[config.mk]
export PLATFORM = sky130hd
export DESIGN_NAME = abs_diff_window_acc_flat
export DESIGN_NICKNAME = d
export VERILOG_FILES = /design/src/rtl/abs_diff_window_acc_if.sv /design/src/rtl/abs_diff_window_acc.sv /design/src/flat_wrapper.sv
export SDC_FILE = /design/constraint.sdc
export NUM_CORES = 1
export LEC_CHECK = 0
export CAP_MARGIN = 10
export CELL_PAD_IN_SITES_DETAIL_PLACEMENT = 0
export CELL_PAD_IN_SITES_GLOBAL_PLACEMENT = 1
export CORE_ASPECT_RATIO = 1.25
export CORE_MARGIN = 2
export CORE_UTILIZATION = 40
export DETAILED_ROUTE_END_ITERATION = 12
export GPL_TIMING_DRIVEN = 0
export PLACE_DENSITY = 0.9
export SLEW_MARGIN = 20
export SYNTH_ARGS = -nofsm -noshare
export SYNTH_HDL_FRONTEND = slang
export SYNTH_SLANG_ARGS = --single-unit
export TNS_END_PERCENT = 20
[constraint.sdc]
create_clock -name clk -period 4.8 [get_ports clk]
set_clock_uncertainty 0.2 [all_clocks]
set_input_delay 0.96 -clock clk [delete_from_list [all_inputs] [get_ports clk]]
set_output_delay 0.96 -clock clk [all_outputs]
set_load 0.005 [all_outputs]
[src/rtl/abs_diff_window_acc_if.sv]
// Handshake bundle between the subtractor stage, the window accumulator and its consumer.
interface abs_diff_window_acc_if #(
  parameter int unsigned N      = 32,
  parameter int unsigned WINDOW = 9
);
  localparam int unsigned SUM_W = N + $clog2(WINDOW);
  localparam int unsigned CNT_W = $clog2(WINDOW + 1);

  // Sample stream from the subtractor
  logic             in_valid;
  logic             in_ready;
  logic [N-1:0]     in_diff;
  logic             in_neg;

  // One result per window
  logic             out_valid;
  logic             out_ready;
  logic [SUM_W-1:0] out_sum;
  logic [CNT_W-1:0] out_neg_count;
  logic [CNT_W-1:0] out_zero_count;
  logic             out_edge;

  // Producer of samples and consumer of results
  modport master (
    output in_valid, in_diff, in_neg, out_ready,
    input  in_ready, out_valid, out_sum, out_neg_count, out_zero_count, out_edge
  );

  // The accumulator itself
  modport slave (
    input  in_valid, in_diff, in_neg, out_ready,
    output in_ready, out_valid, out_sum, out_neg_count, out_zero_count, out_edge
  );
endinterface

[src/rtl/abs_diff_window_acc.sv]
// Sum of absolute differences over a WINDOW-sample window, with negative/zero
// counts and a threshold edge decision, one registered result per window.
module abs_diff_window_acc #(
  parameter  int unsigned N      = 32,
  parameter  int unsigned WINDOW = 9,
  localparam int unsigned SUM_W  = N + $clog2(WINDOW),
  localparam int unsigned CNT_W  = $clog2(WINDOW + 1)
) (
  input  logic                 clk,
  input  logic                 rst,
  input  logic                 flush,
  input  logic [SUM_W-1:0]     threshold,
  output logic                 busy,
  abs_diff_window_acc_if.slave bus
);

  typedef enum logic [0:0] {
    ACCUM = 1'b0,
    DONE  = 1'b1
  } state_t;

  localparam logic [CNT_W-1:0] LAST_IDX = CNT_W'(WINDOW - 1);

  state_t           state_q, state_d;
  logic [SUM_W-1:0] acc_q, acc_d;
  logic [CNT_W-1:0] neg_q, neg_d;
  logic [CNT_W-1:0] zero_q, zero_d;
  logic [CNT_W-1:0] idx_q, idx_d;

  logic             accept;
  logic             res_load;
  logic [SUM_W-1:0] sum_fin;
  logic [CNT_W-1:0] neg_fin;
  logic [CNT_W-1:0] zero_fin;

  // Handshake outputs follow the state register; in_ready is held low during reset
  assign bus.in_ready  = (state_q == ACCUM) && !rst;
  assign bus.out_valid = (state_q == DONE);

  // Next-state and accumulator update; flush wins over an offered sample
  always_comb begin
    state_d  = state_q;
    acc_d    = acc_q;
    neg_d    = neg_q;
    zero_d   = zero_q;
    idx_d    = idx_q;
    res_load = 1'b0;
    accept   = bus.in_valid && bus.in_ready && !flush;
    sum_fin  = acc_q + SUM_W'(bus.in_diff);
    neg_fin  = neg_q + CNT_W'(bus.in_neg);
    zero_fin = zero_q + CNT_W'(bus.in_diff == '0);

    unique case (state_q)
      ACCUM: begin
        if (flush) begin
          acc_d  = '0;
          neg_d  = '0;
          zero_d = '0;
          idx_d  = '0;
        end else if (accept) begin
          if (idx_q == LAST_IDX) begin
            res_load = 1'b1;
            acc_d    = '0;
            neg_d    = '0;
            zero_d   = '0;
            idx_d    = '0;
            state_d  = DONE;
          end else begin
            acc_d  = sum_fin;
            neg_d  = neg_fin;
            zero_d = zero_fin;
            idx_d  = idx_q + CNT_W'(1);
          end
        end
      end
      DONE: begin
        if (bus.out_ready) begin
          state_d = ACCUM;
        end
      end
      default: state_d = ACCUM;
    endcase
  end

  // State and running accumulators
  always_ff @(posedge clk or posedge rst) begin
    if (rst) begin
      state_q <= ACCUM;
      acc_q   <= '0;
      neg_q   <= '0;
      zero_q  <= '0;
      idx_q   <= '0;
      busy    <= 1'b0;
    end else begin
      state_q <= state_d;
      acc_q   <= acc_d;
      neg_q   <= neg_d;
      zero_q  <= zero_d;
      idx_q   <= idx_d;
      busy    <= (state_d == DONE) || (idx_d != '0);
    end
  end

  // Result registers, loaded only when the window's last sample is accepted
  always_ff @(posedge clk or posedge rst) begin
    if (rst) begin
      bus.out_sum        <= '0;
      bus.out_neg_count  <= '0;
      bus.out_zero_count <= '0;
      bus.out_edge       <= 1'b0;
    end else if (res_load) begin
      bus.out_sum        <= sum_fin;
      bus.out_neg_count  <= neg_fin;
      bus.out_zero_count <= zero_fin;
      bus.out_edge       <= (sum_fin >= threshold);
    end
  end

endmodule
[src/flat_wrapper.sv]
// flat-port wrapper written by rule: the top's interface ports become plain ports
module abs_diff_window_acc_flat 
#(
  parameter  int unsigned N      = 32,
  parameter  int unsigned WINDOW = 9,
  localparam int unsigned SUM_W  = N + $clog2(WINDOW),
  localparam int unsigned CNT_W  = $clog2(WINDOW + 1)
)
  (clk, rst, flush, threshold, busy, bus_in_valid, bus_in_diff, bus_in_neg, bus_out_ready, bus_in_ready, bus_out_valid, bus_out_sum, bus_out_neg_count, bus_out_zero_count, bus_out_edge);
  abs_diff_window_acc_if #(.N(N), .WINDOW(WINDOW)) bus_i ();
  input  logic clk;
  input  logic rst;
  input  logic flush;
  input  logic [SUM_W-1:0] threshold;
  output logic busy;
  input wire logic [$bits(bus_i.in_valid)-1:0] bus_in_valid;
  input wire logic [$bits(bus_i.in_diff)-1:0] bus_in_diff;
  input wire logic [$bits(bus_i.in_neg)-1:0] bus_in_neg;
  input wire logic [$bits(bus_i.out_ready)-1:0] bus_out_ready;
  output wire logic [$bits(bus_i.in_ready)-1:0] bus_in_ready;
  output wire logic [$bits(bus_i.out_valid)-1:0] bus_out_valid;
  output wire logic [$bits(bus_i.out_sum)-1:0] bus_out_sum;
  output wire logic [$bits(bus_i.out_neg_count)-1:0] bus_out_neg_count;
  output wire logic [$bits(bus_i.out_zero_count)-1:0] bus_out_zero_count;
  output wire logic [$bits(bus_i.out_edge)-1:0] bus_out_edge;
  assign bus_i.in_valid = bus_in_valid;
  assign bus_i.in_diff = bus_in_diff;
  assign bus_i.in_neg = bus_in_neg;
  assign bus_i.out_ready = bus_out_ready;
  assign bus_in_ready = bus_i.in_ready;
  assign bus_out_valid = bus_i.out_valid;
  assign bus_out_sum = bus_i.out_sum;
  assign bus_out_neg_count = bus_i.out_neg_count;
  assign bus_out_zero_count = bus_i.out_zero_count;
  assign bus_out_edge = bus_i.out_edge;
  abs_diff_window_acc #(.N(N), .WINDOW(WINDOW)) u_core (.clk(clk), .rst(rst), .flush(flush), .threshold(threshold), .busy(busy), .bus(bus_i));
endmodule
* Yosys cells after proc, flatten, opt, wreduce, memory -nomap -nowiden
Index checks and enable logic that the tools add are counted.
** Cells by class
- Eq/ne operators :: 1
- Reduce and logical (&&, ||, !) cells :: 10
- Divide/modulo/power cells :: 0
- Multiply operators :: 0
- Multiplexer cells :: 19
- Bitwise logic cells :: 1
- Order comparisons :: 1
- Shift operators :: 0
- Add/sub/neg operators :: 4
** Operators with widths (count)
- 2-to-1 mux 36 bit :: 3
- 2-to-1 mux 4 bit :: 10
- adder 36 x 32 -> 36 bit :: 1
- greater-or-equal comparator 36 bit :: 1
- logical NOT 32 bit :: 1
- adder 4 x 1 -> 4 bit :: 2
- 2-to-1 mux 1 bit :: 5
- adder 4 x 1 -> 4 bit, second input constant :: 1
- == test 4 bit, second input constant :: 1
- nonzero test 4 bit :: 1
- logical AND 1 bit :: 3
- logical NOT 1 bit :: 2
- case mux 1 bit (2 select lines) :: 1
- AND reduction 2 bit :: 1
- nonzero test 2 bit :: 1
- logical OR 1 bit :: 1
- inverter 1 bit :: 1
** Word-level totals
- Flip-flop bits (word level) :: 95
- Latch bits :: 0
- Memories :: 0
- Bits in writable memories :: 0
- ROM bits :: 0
- Output and inout port bits :: 48

* Longest topological paths before layout
Gate-level depths: netlist (run 1).
- Depth in word-level cells :: 9
- Mapped depth :: 20
- Depth with buffers taken out :: 20

* Worst setup path before layout (run 1)
OpenSTA, ideal clock, no wires.
- Kind :: input port to flip-flop
- Start :: in bus_in_diff[0]
- End :: reg u_core.bus.out_edge
- Arrival :: 4157 ps
- Path buffers :: 0
- Stages :: 20
- Data required time :: 4476 ps
- Slack :: 319 ps
- Cell sequence :: ha_1 -> fa_1 -> a21o_1 -> a221oi_2 -> a21oi_1 -> or2_2 -> nand3_1 -> nand2_1 -> a21oi_1 -> xnor2_1 -> ha_1 -> a21o_1 -> a21o_1 -> a21oi_1 -> nor2b_1 -> o21ai_0 -> a21oi_1 -> nor2_1 -> a21oi_1 -> o31a_1
** Between the ends
- Word-level cells in the longest chain between the ends :: 2
** Ends and longest elaborated chain
- start: declaration :: RTL line flat_wrapper.sv:17 : input wire logic [$bits(bus_i.in_diff)-1:0] bus_in_diff;
- adder 36 x 32 -> 36 bit :: RTL line abs_diff_window_acc.sv:49 : sum_fin = acc_q + SUM_W'(bus.in_diff);
- net u_core.sum_fin[20] :: RTL line abs_diff_window_acc.sv:32 : logic [SUM_W-1:0] sum_fin;
- greater-or-equal comparator 36 bit :: RTL line abs_diff_window_acc.sv:115 : bus.out_edge <= (sum_fin >= threshold);
- end signal: assignment :: RTL line abs_diff_window_acc.sv:115
- end: declaration :: RTL line abs_diff_window_acc_if.sv:32 : output in_ready, out_valid, out_sum, out_neg_count, out_zero_count, out_edge
The timed path passes the listed nets, and every way through them passes these cells.
A chain may end at the register's enable or synchronous reset.

* Worst setup path in the final report (run 1)
Same ends and word-level chain as after synthesis.

==> results of run 1 <==
[cell families after synthesis]
group / Yosys count
multiplexers: 9
adder cells (fa/ha/maj): 75
AND/OR/NAND/NOR: 210
XOR/XNOR: 38
AO/OA/AOI/OAI: 188
buffers and inverters: 75
flip-flops: 95
[power by group through the flow]
stage               clock network, mW  registers (mW)  logic, mW
global placement                    0           0.863      0.579
floorplan                           0           0.860      0.389
global route                    0.697           0.853      0.704
CTS                             0.658           0.849      0.602
detailed placement                  0           0.863      0.588
finish                          0.644           0.850      0.628
[state kept, by name, summed over array words and instances, names as in the netlist]
register,cells
u_core.bus.out_valid,1
u_core.neg_q,4
u_core.bus.out_sum,36
u_core.acc_q,36
u_core.zero_q,4
u_core.idx_q,4
u_core.busy,1
u_core.bus.out_zero_count,4
u_core.bus.out_neg_count,4
u_core.bus.out_edge,1
[path summary, 6_finish.rpt]
check | end | slack, ns | depth (start not counted)
min | u_core.bus.out_sum[15] | 0.27 | 2
max | u_core.bus.out_edge | 0.18 | 18
max in group asynchronous | u_core.acc_q[19] | 2.95 | 3
min reg2reg | u_core.bus.out_sum[15] | 0.27 | 2
max reg2reg | u_core.bus.out_edge | 0.71 | 17
min in group asynchronous | u_core.bus.out_sum[35] | 0.86 | 2
[Yosys cell counts (4+ instances only)]
library cell,number
sky130_fd_sc_hd__and3_1,5
sky130_fd_sc_hd__clkbuf_1,24
sky130_fd_sc_hd__xor2_1,15
sky130_fd_sc_hd__a21oi_1,38
sky130_fd_sc_hd__dfrtp_1,95
sky130_fd_sc_hd__o31a_1,4
sky130_fd_sc_hd__nor2_1,21
sky130_fd_sc_hd__o21bai_1,6
sky130_fd_sc_hd__ha_1,74
sky130_fd_sc_hd__o21ai_0,39
sky130_fd_sc_hd__o21a_1,5
sky130_fd_sc_hd__nand4_1,17
sky130_fd_sc_hd__a21o_1,29
sky130_fd_sc_hd__a22o_1,34
sky130_fd_sc_hd__mux2_2,9
sky130_fd_sc_hd__inv_1,50
sky130_fd_sc_hd__nor2b_1,6
sky130_fd_sc_hd__nor4_1,9
sky130_fd_sc_hd__nand2_1,126
sky130_fd_sc_hd__nand3_1,9
sky130_fd_sc_hd__xnor2_1,23
sky130_fd_sc_hd__a31oi_1,6
[metrics by stage]
stage / worst slack [ns] / instances
3_5_place_dp: -0.806 / 1024
4_1_cts: 0.0170 / 1039
2_1_floorplan: 0.319 / 690
3_3_place_gp: -0.791 / 1023
6_report: 0.182 / 1041
5_1_grt: -0.0192 / 1041
[critical path, stage by stage]
cell	delay (ns)
sky130_fd_sc_hd__dlygate4sd2_1	0.27
sky130_fd_sc_hd__ha_2	0.21
sky130_fd_sc_hd__fa_2	0.35
sky130_fd_sc_hd__a21o_1	0.21
sky130_fd_sc_hd__a221oi_4	0.32
sky130_fd_sc_hd__buf_4	0.18
sky130_fd_sc_hd__o21bai_1	0.06
sky130_fd_sc_hd__a21oi_1	0.22
sky130_fd_sc_hd__o21bai_1	0.10
sky130_fd_sc_hd__a21oi_1	0.18
sky130_fd_sc_hd__xnor2_1	0.22
sky130_fd_sc_hd__ha_1	0.31
sky130_fd_sc_hd__and3_1	0.16
sky130_fd_sc_hd__a31oi_1	0.16
sky130_fd_sc_hd__a311oi_1	0.13
sky130_fd_sc_hd__o21ai_2	0.20
sky130_fd_sc_hd__a21oi_1	0.11
sky130_fd_sc_hd__o31a_1	0.28
[final cells by class]
cell class / count / area (um^2)
clock inverters: 2 / 10.0
plain buffers: 24 / 91.3
multi-input cells: 520 / 3820
well taps: 212 / 265
clock buffers: 12 / 236
flip-flops and latches: 95 / 2380
fillers: 1424 / 7240
repair buffers: 126 / 1270
inverters: 50 / 193
[timing repair]
action	in CTS	in global routing
setup buffers	1	3
pin swaps	2	7
gates resized for setup	11	25
endpoints found under the setup margin	1	1
[routing by layer]
metal | vias up | global-route usage (%) | wire (um)
li1 | 2723 | - | -
met1 | 2643 | 26.6 | 7310
met2 | 127 | 37.5 | 8890
met3 | 25 | 3.52 | 651
met4 | 0 | 8.40 | 399
met5 | - | 0 | 0
==> results.md, run 1 <==
### Floorplanning
- 15500 um^2 — CORE AREA
- 40.7% — initial standard-cell utilization of the core
- 116 um — overall die width
- 144 um — height of the chip
- 51 — Cell Rows
- 122 — number of top-level pins
- 16800 um^2 — area of the die

### Power and ir drop
- 31.2% — Sw Ratio
- 29.6% — portion of total power attributed to combinational logic
- 0.136 mV — maximum ir drop on the vdd rail
- 40.1% — portion of total power attributed to sequential cells
- 4.06 nW — Static Leakage
- 30.3% — portion of total power attributed to the clock network
- 257 nW/um^2 — areal power density over the cells
- 1.46 mW — internal power
- 661 uW — reported net switching power
- 2.12 mW — PnR Total Power

### Placement
- 7810 um^2 — Area after DPL
- 13200 um — detailed-placement wirelength estimate
- 0.877 — RePlAce Congestion
- 121 — input/output buffers

### Cells and area
- 126 x sky130_fd_sc_hd__nand2_1, 119 x sky130_fd_sc_hd__clkdlybuf4s50_1, 95 x sky130_fd_sc_hd__dfrtp_1, 67 x sky130_fd_sc_hd__ha_1, 49 x sky130_fd_sc_hd__inv_1 — most used cells in the layout excluding fill and tap cells
- 31.1% — Layout Area Growth over Synthesis
- 53.3% — post-layout utilization of the core
- 975 — NumNets Final
- 0 — antenna cell count
- 8260 um^2 — final design instance area without fill
- sky130_fd_sc_hd__nand2_1 — most common cell after layout, fill and taps aside
- 7.60% — share of cells above drive strength 1

### Timing
- 0 — Final Hold Viols
- 0.272 ns — worst hold margin
- 40.5% — Slew Limit Headroom
- 217 MHz — Max Clock Freq
- 4.62 ns — time the final worst path needs with I/O delays and setup
- 0 — # setup viols final
- 0 — final max-slew violation count
- 0.886 ns — transition time of the tightest slew-check pin
- 96.2% — part of the cycle the worst path needs
- 0 ns — Total Negative Setup Slacks

### Yosys
- 1.61% — proportion of synthesized area in mux cells
- 37.7% — portion of the post-synthesis area used by sequential elements
- 5.28% — Post-Synth XOR/XNOR Area
- 6300 um^2 — cell area after synthesis
- sky130_fd_sc_hd__dfrtp_1 38%, sky130_fd_sc_hd__ha_1 15%, sky130_fd_sc_hd__nand2_1 7.5% — ranking of synthesized cells by area
- sky130_fd_sc_hd__dfrtp_1 — library cell with the largest summed area after synthesis
- 95 — flip-flop and latch count after synthesis
- 0 — number of enable-type register cells in the synthesized netlist
- 690 — number of instances in the synthesized netlist
- sky130_fd_sc_hd__dfrtp_1 — most used flip-flop cell after synthesis
- 20.8% — synthesized-area fraction occupied by ao, oa, aoi and oai cells
- 53 — Distinct cells, synth
- 0 — Synth Warn #
- 100% — proportion of synthesized flip-flops having asynchronous set or reset
- 37.7% — fraction of synthesized cell area taken by the top area cell type
- 15.1% — share of synthesized cell area in and, or, nand and nor gates
- compound AO/OA/AOI/OAI gates — dominant combinational cell family by area after synthesis
- 839 — number of nets in the synthesized netlist
- 15.0% — area share of fa/ha/maj cells after synthesis
- 9.14 um^2 — average size of a mapped cell

### Global routing
- 27800 um — global-route wire length before repair
- 5519 — via count of the first global-routing pass
- 21.6% — total routing usage reported by global routing
- 0 — total grt overflow
- 51 — largest net degree at the start of global routing
- 0 — number of antenna violations at the first check in global routing

### Worst setup path
- input port to register — Setup Crit Path Kind
- 4.65 ns — Arrival @ worst endpoint
- 4.83 ns — data required time at the worst endpoint
- bus_in_diff[0] — Setup crit start
- input port — launching element type of the critical path
- register — kind of capture point of the worst setup path
- 3 — critical path fanouts, max
- u_core.acc_q[0] — worst r2r src

### Route
- 0 — Antenna Nets Post-Route
- 252 — count of routing violations after the opening detailed-route iteration
- 0 — Residual DRC
- 17200 um — total detailed-routing wirelength
- 4 — First-pass DRT Iterations
- 16.6 um — average wire per standard cell
- 5518 — total number of vias
- 5.30 — per-cell via count in the routed design

### Clock tree
- done — clock tree from TritonCTS
- 3 — H-Tree Level Count
- sky130_fd_sc_hd__clkbuf_16 — master cell of the clock root buffer
- 95 — Sinks on Clock Net
- 0.06 ns — clock transition at the registers of the reported paths
- 0 — CTS Hold Bufs
- 0.35 ns — Clock Latency Late Sink
- 9 — number of buffers created by CTS
- 2 — Bufs on Longest Clock Path

### Worst hold path
- register to register — type of the most critical hold path
- u_core.bus.out_sum[15] — startpoint of the worst hold path

### Outcome
- complete, no violations — run status

### Run
- 0 — count of max-cap constraint violations

(Power assumes the default switching activity.)
==> inputs of run 2 (changes only) <==
- CELL_PAD_IN_SITES_DETAIL_PLACEMENT: 0 -> 1
- CELL_PAD_IN_SITES_GLOBAL_PLACEMENT: 1 -> 2
- CORE_UTILIZATION: 40 -> 32
==> run 2 against run 1 <==
Effect of this change:
- combinational power rose by 4.5%
- maximum frequency fell by 1.4%
- non-clock buffer count did not move
- total power rose by 5.2%
- sequential cell count did not move
- highest routed layer unchanged
==> results.md, run 2 (synthesized netlist as in run 1, its figures left out) <==
### Outcome
- complete, no violations — run status

### Cells and area
- 975 — NumNets Final, unchanged
- 2233 — # fillers, +57%
- sky130_fd_sc_hd__nand2_1 — most common cell after layout, fill and taps aside
- 0 — antenna cell count, unchanged
- 9.41% — share of cells above drive strength 1, +1.8 points
- 33.9% — Layout Area Growth over Synthesis
- 1094 — number of standard cells in the final layout excluding fillers, +5.1%
- 8440 um^2 — final design instance area without fill, +2.1%
- u_core.acc_q x36, u_core.bus.out_sum x36 — registers with the highest flip-flop counts
- 43.5% — post-layout utilization of the core, -9.8 points
- 125 x sky130_fd_sc_hd__nand2_1, 118 x sky130_fd_sc_hd__clkdlybuf4s50_1, 95 x sky130_fd_sc_hd__dfrtp_1, 65 x sky130_fd_sc_hd__ha_1, 49 x sky130_fd_sc_hd__inv_1 — most used cells in the layout excluding fill and tap cells

### Route
- 5.12 — per-cell via count in the routed design, -3.5%
- 4 — First-pass DRT Iterations, unchanged
- 18.3 um — average wire per standard cell, +10%
- 5598 — total number of vias, +1.4%
- 0 — Residual DRC, unchanged
- 20000 um — total detailed-routing wirelength, +16%
- 0 — Antenna Nets Post-Route, unchanged
- 231 — count of routing violations after the opening detailed-route iteration, -8.3%

### Timing
- 0 — final max-slew violation count, unchanged
- 0 — # setup viols final, unchanged
- 0 — Final Hold Viols, unchanged
- 44.9% — Slew Limit Headroom, +4.4 points
- 4.68 ns — time the final worst path needs with I/O delays and setup, +0.0637 ns
- 0.279 ns — worst hold margin, +0.00703 ns
- 97.5% — part of the cycle the worst path needs, +1.3 points
- 214 MHz — Max Clock Freq, -1.4%
- 0.820 ns — transition time of the tightest slew-check pin, -0.0660 ns

### Worst setup path
- clkdlybuf4s50_1 > ha_4 > a21o_1 > a221oi_4 > a21oi_4 > o31ai_4 > o31a_1 > o21ai_2 > a32oi_2 > xnor2_1 > ha_1 > a21o_1 > a21oi_2 > nand4_1 > o31a_1 — critical path cell sequence
- 0.57 ns — Slowest Stage Delay on Critical Path, +0.22 ns
- input port — launching element type of the critical path
- 4.85 ns — data required time at the worst endpoint, +0.02 ns
- input port to register — Setup Crit Path Kind
- 4.73 ns — Arrival @ worst endpoint, +0.08 ns
- sky130_fd_sc_hd__clkdlybuf4s50_1 — CP max-delay cell
- u_core.acc_q[0] — worst r2r src
- 5 — critical path fanouts, max, +2
- bus_in_diff[4] — Setup crit start
- compound AO/OA/AOI/OAI gates — family with the most delay on the worst path
- register — kind of capture point of the worst setup path
- 1 — count of buffer and inverter cells on the critical path, -1

### Global routing
- 6068 — via count of the first global-routing pass, +9.9%
- 0 — total grt overflow, unchanged
- 0 — number of antenna violations at the first check in global routing, unchanged
- 60 — largest net degree at the start of global routing, +18%
- 19.7% — total routing usage reported by global routing, -1.9 points
- 32100 um — global-route wire length before repair, +15%

### Power and ir drop
- 4.12 nW — Static Leakage, +1.4%
- 265 nW/um^2 — areal power density over the cells, +3.0%
- 0.175 mV — maximum ir drop on the vdd rail, +28%

### Placement
- 7880 um^2 — Area after DPL, +0.85%
- 0.843 — RePlAce Congestion, -3.9%
- 1077 — # placed instances, +5.2%
- 121 — input/output buffers, unchanged
- 15200 um — detailed-placement wirelength estimate, +15%

### Clock tree
- 9 — number of buffers created by CTS, unchanged
- done — clock tree from TritonCTS
- 2 — Bufs on Longest Clock Path, unchanged
- 0.07 ns — clock transition at the registers of the reported paths, about the same
- 0 — CTS Hold Bufs, unchanged
- sky130_fd_sc_hd__clkbuf_16 — master cell of the clock root buffer
- 95 — Sinks on Clock Net, unchanged
- 3 — H-Tree Level Count, unchanged
- 0.36 ns — Clock Latency Late Sink, about the same

### Run
- 0 — count of max-cap constraint violations, unchanged

### Floorplanning
- 130 um — overall die width, +11%
- 20800 um^2 — area of the die, +24%
- 122 — number of top-level pins, unchanged
- 19400 um^2 — CORE AREA, +25%
- 161 um — height of the chip, +11%
- 32.5% — initial standard-cell utilization of the core, -8.2 points
- 57 — Cell Rows, +12%

### Worst hold path
- u_core.bus.out_neg_count[3] — startpoint of the worst hold path
- register to register — type of the most critical hold path

run 2: final cells by class:
type                            instances  area, um^2  share of cell area (%)
Clock buffer                           10         229                    2.71
Sequential cell                        95        2380                    28.2
Tap cell                              265         332                    3.93
Multi-Input combinational cell        520        3890                    46.1
Buffer                                 24        91.3                    1.08
Clock inverter                          4        48.8                   0.578
Inverter                               50         193                    2.28
Timing Repair Buffer                  126        1280                    15.1
run 2: metal layers:
metal	up-vias	part of all wire, %	global-route usage (%)
met3	24	3.2	3.03
met4	0	1.9	5.28
met1	2767	43	24.7
met5	-	0	0
met2	95	51	34.9
li1	2712	-	-
run 2: report_power, final:
part           leakage [nW]  internal (mW)  switching, mW
clock                 0.138          0.398          0.327
combinational          2.68          0.293          0.363
sequential             1.31          0.830         0.0209
total                  4.12           1.52          0.711
run 2: repair_timing:
item                                    CTS  global route
pin swaps                                 4            15
endpoints found under the setup margin    1             1
resized for setup                        18            34
setup buffers                             1             3
run 2: metrics by stage:
stage | setup WS (ns) | TNS, ns | power [mW]
6_report | 0.118 | 0 | 2.23
3_3_place_gp | -0.897 | -66.66 | 1.45
2_1_floorplan | 0.319 | 0 | 1.25
5_1_grt | -0.0351 | -0.0351 | 2.35
3_5_place_dp | -0.853 | -0.853 | 1.47
4_1_cts | 0.00456 | 0 | 2.22
run 2: worst paths after layout:
check | cells after the start | slack (ns) | to
max in group asynchronous | 3 | 2.92 | u_core.bus.out_sum[8]
hold reg to reg | 2 | 0.28 | u_core.bus.out_neg_count[3]
setup / recovery | 15 | 0.12 | u_core.bus.out_edge
hold / removal | 2 | 0.28 | u_core.bus.out_neg_count[3]
setup reg to reg | 15 | 0.64 | u_core.bus.out_edge
min in group asynchronous | 2 | 0.84 | u_core.idx_q[3]
run 2: worst min-delay path: stages (launching register included):
cell                      delay [ns]
sky130_fd_sc_hd__dfrtp_1        0.34
sky130_fd_sc_hd__nand2_1        0.05
sky130_fd_sc_hd__o21ai_0        0.06
